===== src/rtl/fetch_unit_pkg.sv =====
// Utilities: shared types and helpers for the instruction fetch stage.
//   FetchState    - fetch FSM state encoding (IDLE, FETCH, RESOLVE, DRAIN)
//   INSTR_W       - instruction width in bits (16-bit instructions)
//   MAX_ADDR_W    - widest address the branch_target helper supports
//   branch_target - pc + 4 + (sign-extended imm8 << 1), wrapping modulo 2^width
package Utilities;

    localparam int INSTR_W    = 16;
    localparam int MAX_ADDR_W = 64;

    typedef enum logic [1:0] {
        IDLE    = 2'd0,
        FETCH   = 2'd1,
        RESOLVE = 2'd2,
        DRAIN   = 2'd3
    } FetchState;

    // Computed at the widest supported width. A caller with a narrower PC
    // truncates the result, which gives the same wrap-around as doing the
    // addition at its own width.
    function automatic logic [MAX_ADDR_W-1:0] branch_target(
        input logic [MAX_ADDR_W-1:0] pc,
        input logic [7:0]            imm8
    );
        logic [MAX_ADDR_W-1:0] offset;
        offset = {{(MAX_ADDR_W-9){imm8[7]}}, imm8, 1'b0};
        return pc + MAX_ADDR_W'(4) + offset;
    endfunction

endpackage


===== src/rtl/fetch_unit.sv =====
// fetch_unit: program counter, halfword instruction fetch and a one-entry
// instruction buffer towards the decoder, with conditional-branch redirect.
//
// Ports
//   clk, rst            clock; asynchronous active-high reset
//   en                  start fetching (only looked at in IDLE)
//   mem_req, mem_addr   fetch request and halfword address
//   mem_ack, mem_rdata  fetch completion and instruction data
//   instr, instr_pc     buffered instruction and its address
//   instr_valid         buffer holds an instruction for the decoder
//   instr_ready         decoder accepts the buffered instruction
//   br_eval, br_offset  consumed instruction is a conditional branch, imm8 offset
//   do_branch           condition result, one cycle after br_eval
//   branch_taken        one-cycle pulse when the PC is redirected
//   pc                  address of the next fetch
//   state_dbg           current FSM state (FetchState encoding)
//
// Handshakes: the decoder side is valid/ready -- an instruction transfers in
// every cycle where instr_valid && instr_ready, and instr/instr_pc stay stable
// while instr_valid is high without instr_ready. The memory side is req/ack --
// once mem_req rises, mem_req and mem_addr hold until the cycle with mem_ack,
// and mem_ack outside a request is ignored.
module fetch_unit
    import Utilities::*;
#(
    parameter int unsigned       ADDR_W   = 32,
    parameter logic [ADDR_W-1:0] RESET_PC = '0
) (
    input  logic               clk,
    input  logic               rst,
    input  logic               en,
    output logic               mem_req,
    output logic [ADDR_W-1:0]  mem_addr,
    input  logic               mem_ack,
    input  logic [INSTR_W-1:0] mem_rdata,
    output logic [INSTR_W-1:0] instr,
    output logic [ADDR_W-1:0]  instr_pc,
    output logic               instr_valid,
    input  logic               instr_ready,
    input  logic               br_eval,
    input  logic [7:0]         br_offset,
    input  logic               do_branch,
    output logic               branch_taken,
    output logic [ADDR_W-1:0]  pc,
    output logic [1:0]         state_dbg
);

    FetchState          state_q, state_d;
    logic [ADDR_W-1:0]  pc_q, pc_d;
    logic               out_q, out_d;          // a request is outstanding
    logic [ADDR_W-1:0]  addr_q, addr_d;        // address of the outstanding request
    logic [INSTR_W-1:0] instr_q, instr_d;
    logic [ADDR_W-1:0]  instr_pc_q, instr_pc_d;
    logic               valid_q, valid_d;
    logic               taken_q, taken_d;
    logic [ADDR_W-1:0]  target_q, target_d;

    logic consume;
    logic issue;
    logic ack;

    // A wrong-path instruction captured alongside the branch sits in the
    // buffer during RESOLVE but is hidden until the branch outcome is known.
    assign instr_valid = valid_q && (state_q != RESOLVE);
    assign consume     = instr_valid && instr_ready;

    // A new request goes out combinationally in the same cycle the buffer
    // frees up, so a same-cycle ack sustains one instruction per cycle.
    assign issue    = (state_q == FETCH) && !out_q && (!valid_q || consume);
    assign mem_req  = out_q || issue;
    assign mem_addr = !mem_req ? '0 : (out_q ? addr_q : pc_q);
    assign ack      = mem_req && mem_ack;

    assign instr        = instr_q;
    assign instr_pc     = instr_pc_q;
    assign branch_taken = taken_q;
    assign pc           = pc_q;
    assign state_dbg    = state_q;

    always_comb begin
        state_d    = state_q;
        pc_d       = pc_q;
        out_d      = out_q;
        addr_d     = addr_q;
        instr_d    = instr_q;
        instr_pc_d = instr_pc_q;
        valid_d    = valid_q;
        taken_d    = 1'b0;
        target_d   = target_q;

        case (state_q)
            IDLE: begin
                if (en) begin
                    state_d = FETCH;
                end
            end

            FETCH: begin
                if (consume) begin
                    valid_d = 1'b0;
                end
                // An ack in the consume cycle reloads the buffer, so valid stays high.
                if (ack) begin
                    instr_d    = mem_rdata;
                    instr_pc_d = mem_addr;
                    valid_d    = 1'b1;
                    pc_d       = pc_q + ADDR_W'(2);
                    out_d      = 1'b0;
                end else if (mem_req) begin
                    out_d  = 1'b1;
                    addr_d = mem_addr;
                end
                if (consume && br_eval) begin
                    target_d = ADDR_W'(branch_target(MAX_ADDR_W'(instr_pc_q), br_offset));
                    state_d  = RESOLVE;
                end
            end

            RESOLVE: begin
                if (ack) begin
                    instr_d    = mem_rdata;
                    instr_pc_d = mem_addr;
                    valid_d    = 1'b1;
                    pc_d       = pc_q + ADDR_W'(2);
                    out_d      = 1'b0;
                end
                if (do_branch) begin
                    valid_d = 1'b0;
                    pc_d    = target_q;
                    taken_d = 1'b1;
                    // A still-unacked wrong-path request must finish before refetching.
                    state_d = (out_q && !mem_ack) ? DRAIN : FETCH;
                end else begin
                    state_d = FETCH;
                end
            end

            DRAIN: begin
                if (ack) begin
                    out_d   = 1'b0;
                    state_d = FETCH;
                end
            end

            default: begin
                state_d = IDLE;
            end
        endcase
    end

    always_ff @(posedge clk or posedge rst) begin
        if (rst) begin
            state_q    <= IDLE;
            pc_q       <= RESET_PC;
            out_q      <= 1'b0;
            addr_q     <= '0;
            instr_q    <= '0;
            instr_pc_q <= '0;
            valid_q    <= 1'b0;
            taken_q    <= 1'b0;
            target_q   <= '0;
        end else begin
            state_q    <= state_d;
            pc_q       <= pc_d;
            out_q      <= out_d;
            addr_q     <= addr_d;
            instr_q    <= instr_d;
            instr_pc_q <= instr_pc_d;
            valid_q    <= valid_d;
            taken_q    <= taken_d;
            target_q   <= target_d;
        end
    end

    // br_eval is only meaningful on a transfer; anywhere else it is ignored.
    a_br_eval_on_consume: assert property (
        @(posedge clk) disable iff (rst) br_eval |-> (instr_valid && instr_ready)
    );

endmodule

===== config.mk =====
export PLATFORM = sky130hd
export DESIGN_NAME = fetch_unit
export DESIGN_NICKNAME = d
export VERILOG_FILES = /design/src/rtl/fetch_unit_pkg.sv /design/src/rtl/fetch_unit.sv
export SDC_FILE = /design/constraint.sdc
export NUM_CORES = 1
export LEC_CHECK = 0
export ABC_AREA = 1
export CAP_MARGIN = 20
export CORE_ASPECT_RATIO = 0.8
export CORE_MARGIN = 1.5
export CORE_UTILIZATION = 40
export DETAILED_ROUTE_END_ITERATION = 12
export GPL_TIMING_DRIVEN = 0
export PLACE_DENSITY_LB_ADDON = 0.1
export SYNTH_ARGS = -nofsm -noshare
export SYNTH_HDL_FRONTEND = slang
export SYNTH_SLANG_ARGS = --single-unit

===== constraint.sdc =====
create_clock -name clk -period 11.9 [get_ports clk]
set_clock_uncertainty 0.15 [all_clocks]
set_input_delay 1.785 -clock clk [delete_from_list [all_inputs] [get_ports clk]]
set_output_delay 1.785 -clock clk [all_outputs]
set_load 0.02 [all_outputs]

-- After elaboration in Yosys (flattened, before gate mapping)
Cells that the tools add are included.
- register bits: 149
- logic and storage cells: 69
- reductions and logical operators: 23
- bitwise gates (word level): 1
- equality and inequality tests: 11
- muxes and demuxes: 22
- add/subtract/negate cells: 3
- operators with widths (kind ; number):
    2-to-1 mux 32 bit ; 4
    case mux 32 bit (2 select lines) ; 1
    adder 32 x 2 -> 32 bit (second input constant) ; 1
    adder 32 x 3 -> 32 bit (second input constant) ; 1
    adder 32 x 9 -> 32 bit ; 1
    AND reduction 3 bit ; 4
    2-to-1 mux 2 bit ; 5
    2-to-1 mux 1 bit ; 9
    != test 3 bit (second input constant) ; 3
    case mux 2 bit (4 select lines) ; 1
    logical AND 1 bit ; 7
    != test 2 bit (second input constant) ; 3
    == test 2 bit (second input constant) ; 2
    != test 2 x 1 -> 1 bit (second input constant) ; 2
    case mux 1 bit (2 select lines) ; 2
    AND reduction 2 bit ; 2
    nonzero test 2 bit ; 2
    OR reduction 2 bit ; 2
    logical NOT 1 bit ; 3
    == test 2 x 1 -> 1 bit (second input constant) ; 1
    logical NOT 2 bit ; 1
    logical OR 1 bit ; 2
    inverter 1 bit ; 1

-- Logic depth before layout (Yosys ltp)
Gate-level depths: netlist (run 1).
- depth in word-level cells: 10
- mapped depth: 15
- mapped depth without buffers: 15

-- Worst setup path before layout (run 1)
OpenSTA, ideal clock, no wires.
- kind: input port to output port
- start: in instr_ready
- end: out mem_addr[0]
- stages: 5
- path buffers: 1
- setup slack: 7.340 ns
- arrival: 2.625 ns
- required time: 9.965 ns
- cell sequence: inv_1 > o21ai_2 > a21oi_2 > clkbuf_1 > nor2_1
- word-level cells in the longest chain between the ends: 5
- ends and longest elaborated chain (item ; line ; source):
    start, declared ; fetch_unit.sv:39 ; input logic instr_ready,
    logical AND 1 bit ; fetch_unit.sv:65 ; assign consume = instr_valid && instr_ready;
    logical OR 1 bit ; fetch_unit.sv:69 ; assign issue = (state_q == FETCH) && !out_q && (!valid_q || consume);
    logical AND 1 bit ; fetch_unit.sv:69 ;
    logical OR 1 bit ; fetch_unit.sv:70 ; assign mem_req = out_q || issue;
    2-to-1 mux 32 bit ; fetch_unit.sv:71 ; assign mem_addr = !mem_req ? '0 : (out_q ? addr_q : pc_q);
    end, declared ; fetch_unit.sv:33 ; output logic [ADDR_W-1:0] mem_addr,
Every way passes these cells.

-- Worst setup path after layout (run 1)
- start: in instr_ready
- end: out mem_addr[19]
Same word-level chain as after synthesis.

==> results of run 1 <==
-- synthesized netlist by cell type, types with 5 or more instances --
cell type,instances
ha_1,65
a21oi_1,60
o21ai_1,7
dfrtp_1,149
nand3b_1,5
o21ai_0,103
inv_1,195
buf_2,13
xnor2_1,11
nor2_1,197
clkbuf_1,25
xor2_1,13
nand3_1,92
nand2_1,562
-- state kept, by name, summed over array words and instances (netlist names) --
name          count
branch_taken      1
target_q         32
instr_pc         32
addr_q           32
state_dbg         2
valid_q           1
out_q             1
instr            16
pc               32
-- report_power, final --
group	switching (W)	total (W)	internal [W]	leakage (nW)
Clock	0.000242	0.000602	0.000360	0.299
Combinational	0.00149	0.00236	0.000867	4.41
Sequential	0.000198	0.000937	0.000739	1.84
Total	0.00193	0.00390	0.00197	6.54
-- worst max path at each step --
| stage | endpoint | slack (ps) |
|---|---|---|
| floorplan | addr_q[0] | 5960 |
| global placement | instr_pc[20] | 3560 |
| detailed placement | mem_addr[19] | 5920 |
| CTS | mem_addr[19] | 5920 |
| global route | mem_addr[19] | 5840 |
| finish | mem_addr[19] | 5890 |
-- metrics by stage --
step | utilization | hold WS, ps | instance area [um^2] | cells
after detailed placement | 0.481 | 314 | 12100 | 2012
after global routing | 0.508 | 368 | 12800 | 2045
final | 0.508 | 329 | 12800 | 2045
after global placement | 0.480 | 312 | 12100 | 2011
after CTS | 0.507 | 332 | 12700 | 2044
after floorplan | - | 292 | 10200 | 1540
-- cells by family (layout without fill, tap and decap cells) --
logic type / count (synthesis) / in the layout / share of synthesized area
DFF: 149 / 149 / 0.366
adders and majority gates: 66 / 66 / 0.0819
buffers and inverters: 247 / 428 / 0.0979
AOI/OAI and AO/OA: 185 / 185 / 0.0947
and+or+nand+nor: 869 / 869 / 0.338
xor gates and xnor gates: 24 / 24 / 0.0207
-- worst max-delay path: stages --
cell and delay [ps]:
clkdlybuf4s50_1 420, inv_1 70, o21ai_2 70, a21oi_2 360, clkbuf_1 630, nor2_1 150
clkdlybuf4s50_1 580
-- area by class of cell --
| class | count | area [um^2] |
|---|---|---|
| clock buffers | 19 | 443 |
| flip-flops and latches | 149 | 3730 |
| repair buffers | 149 | 1530 |
| well taps | 324 | 405 |
| plain buffers | 49 | 253 |
| multi-input cells | 1144 | 5450 |
| inverters | 198 | 748 |
| clock inverters | 13 | 196 |
| fillers | 2581 | 12400 |
-- metal layers --
| layer | vias up | part of all wire | GRT usage | wire, um |
|---|---|---|---|---|
| met5 | - | 0.00037 | 0 | 13 |
| met4 | 2 | 0.016 | 0.0671 | 563 |
| met3 | 35 | 0.066 | 0.0493 | 2340 |
| met2 | 326 | 0.42 | 0.402 | 14700 |
| met1 | 4879 | 0.50 | 0.417 | 17800 |
| li1 | 5151 | - | - | - |
==> key figures, run 1 <==
Global routing
  • First-pass GRT wire length: around 56 mm
  • Number of global-route vias before repair: roughly 9700
  • Initial antenna violation count: 2
  • Global-route usage over all layers: 0.275
  • Largest net degree at the start of global routing: 85
  • Grt ovf: 0

Route
  • Pre-antenna DRT Iters: 5
  • Antenna viol nets, final: 0
  • Total routed wirelength: around 35 mm
  • DRC Markers: 0
  • 1st-iter DRT viols: 917
  • Drt wl/cell: 17.3 um
  • Via count: around 10000
  • Vias per cell: ~5.1

Setup path
  • Critical path endpoint category: output port
  • Critical R2R Capture: target_q[22]
  • Type of origin of the critical path: primary input
  • Reg2Reg Depth: 13
  • Worst Path Max Fanout: 10
  • CP arrival: approximately 4100 ps
  • Required time of the critical path: around 10000 ps
  • Crit path kind: in2out
  • R2R Path Start: instr_pc[2]
  • R2R setup slack: 9100 ps
  • Worst Setup SP: instr_ready

STA
  • Rel. slew slack: 0.458
  • Final min period: about 6000 ps
  • Max frequency: roughly 0.17 GHz
  • Slew Viols, Final: 0
  • RSZ-0062 raised after global routing: false
  • Final hold vios: 0
  • Final Cycle Share: 0.505
  • Setup TNS: 0 ps
  • Setup violators final: 0
  • Worst Tran Pin Value: approximately 810 ps
  • Final WS setup: 5890 ps

Die
  • Die span in y: approximately 150 um
  • Initial Utilization: 0.405
  • Die Wd: around 180 um
  • DIE AREA: approximately 26000 um^2
  • Core footprint: 25100 um^2
  • I/O pin count: between 100 and 150
  • FP Rows: 52

Power
  • Power Density: about 300 nW/um^2
  • Max VDD drop: 0.195 mV
  • Final Power: around 0.0039 W
  • P_leak: 6.54 nW

Clock tree
  • Post-CTS setup buffers: 0
  • Hold_buf cts: 0
  • Worst-Skew Late Latency: 450 ps
  • Num Clock Sinks: approximately 150
  • Root Buffer: clkbuf_16
  • Post-CTS sizing: 0
  • Max Root-Sink Buffers: 2
  • CTS HTree Levels: 4
  • TritonCTS Buffers: 17
  • CTS tree: done
  • Clock-pin slew on the worst setup and hold paths: 60 ps

Synthesis
  • Ys flop type: dfrtp_1
  • Post-Syn Area: approximately 10000 um^2
  • Net Count, Synth: 1637
  • Synth cell types: 39
  • Synth area leader: dfrtp_1
  • Syn Area/Cell: 6.61 um^2
  • Synth top area cells: dfrtp_1, nand2_1, ha_1, nor2_1, inv_1
  • FFs w/ async S/R, synth: 1.00
  • #FFs+latches synth: around 150
  • EDFF count, synth: 0
  • Synth top area share: 0.366
  • Register area share after synthesis: 0.366
  • YS warnings: 0
  • Cells after synthesis: ~1500

Worst hold path
  • Hold path startpoint: instr[7]
  • Hold Crit Class: reg2reg
  • WHS Endpoint: instr[7]
  • Hold path cells: 2

Run status
  • Status: completed

Final layout
  • Commonest non-fill, non-tap cell in the layout: nand2_1
  • Layout area overhead: 25.3%
  • Final layout net count: around 1800
  • Commonest cells after routing, fill and taps aside: nand2_1, nor2_1, inv_1
  • Antenna diodes: 0
  • Share of cells above drive strength 1: 0.0378

Placement
  • Dpl ws: approximately 5900 ps
  • Port bufs: roughly 150
  • GPL Wtd Cong: 0.918
  • Final HPWL from detailed placement: 27.9 mm

Run
  • Max cap viols: 0
No activity file was read; power rests on OpenSTA's default activity.
==> inputs of run 2 (changes only) <==
Clock period 11.9 ns to 5.8 ns, I/O delays scaled along.
==> results of run 2 <==
The final DEF is identical to that of run 1. Status: completed.
Among the figures that moved: setup slack after placement 5920 ps -> 1440 ps; setup slack after layout 5890 ps -> 1620 ps; register-to-register setup slack 9100 ps -> 3000 ps; total power 0.00390 W -> 0.00800 W; worst IR drop on VDD 0.195 mV -> 0.400 mV
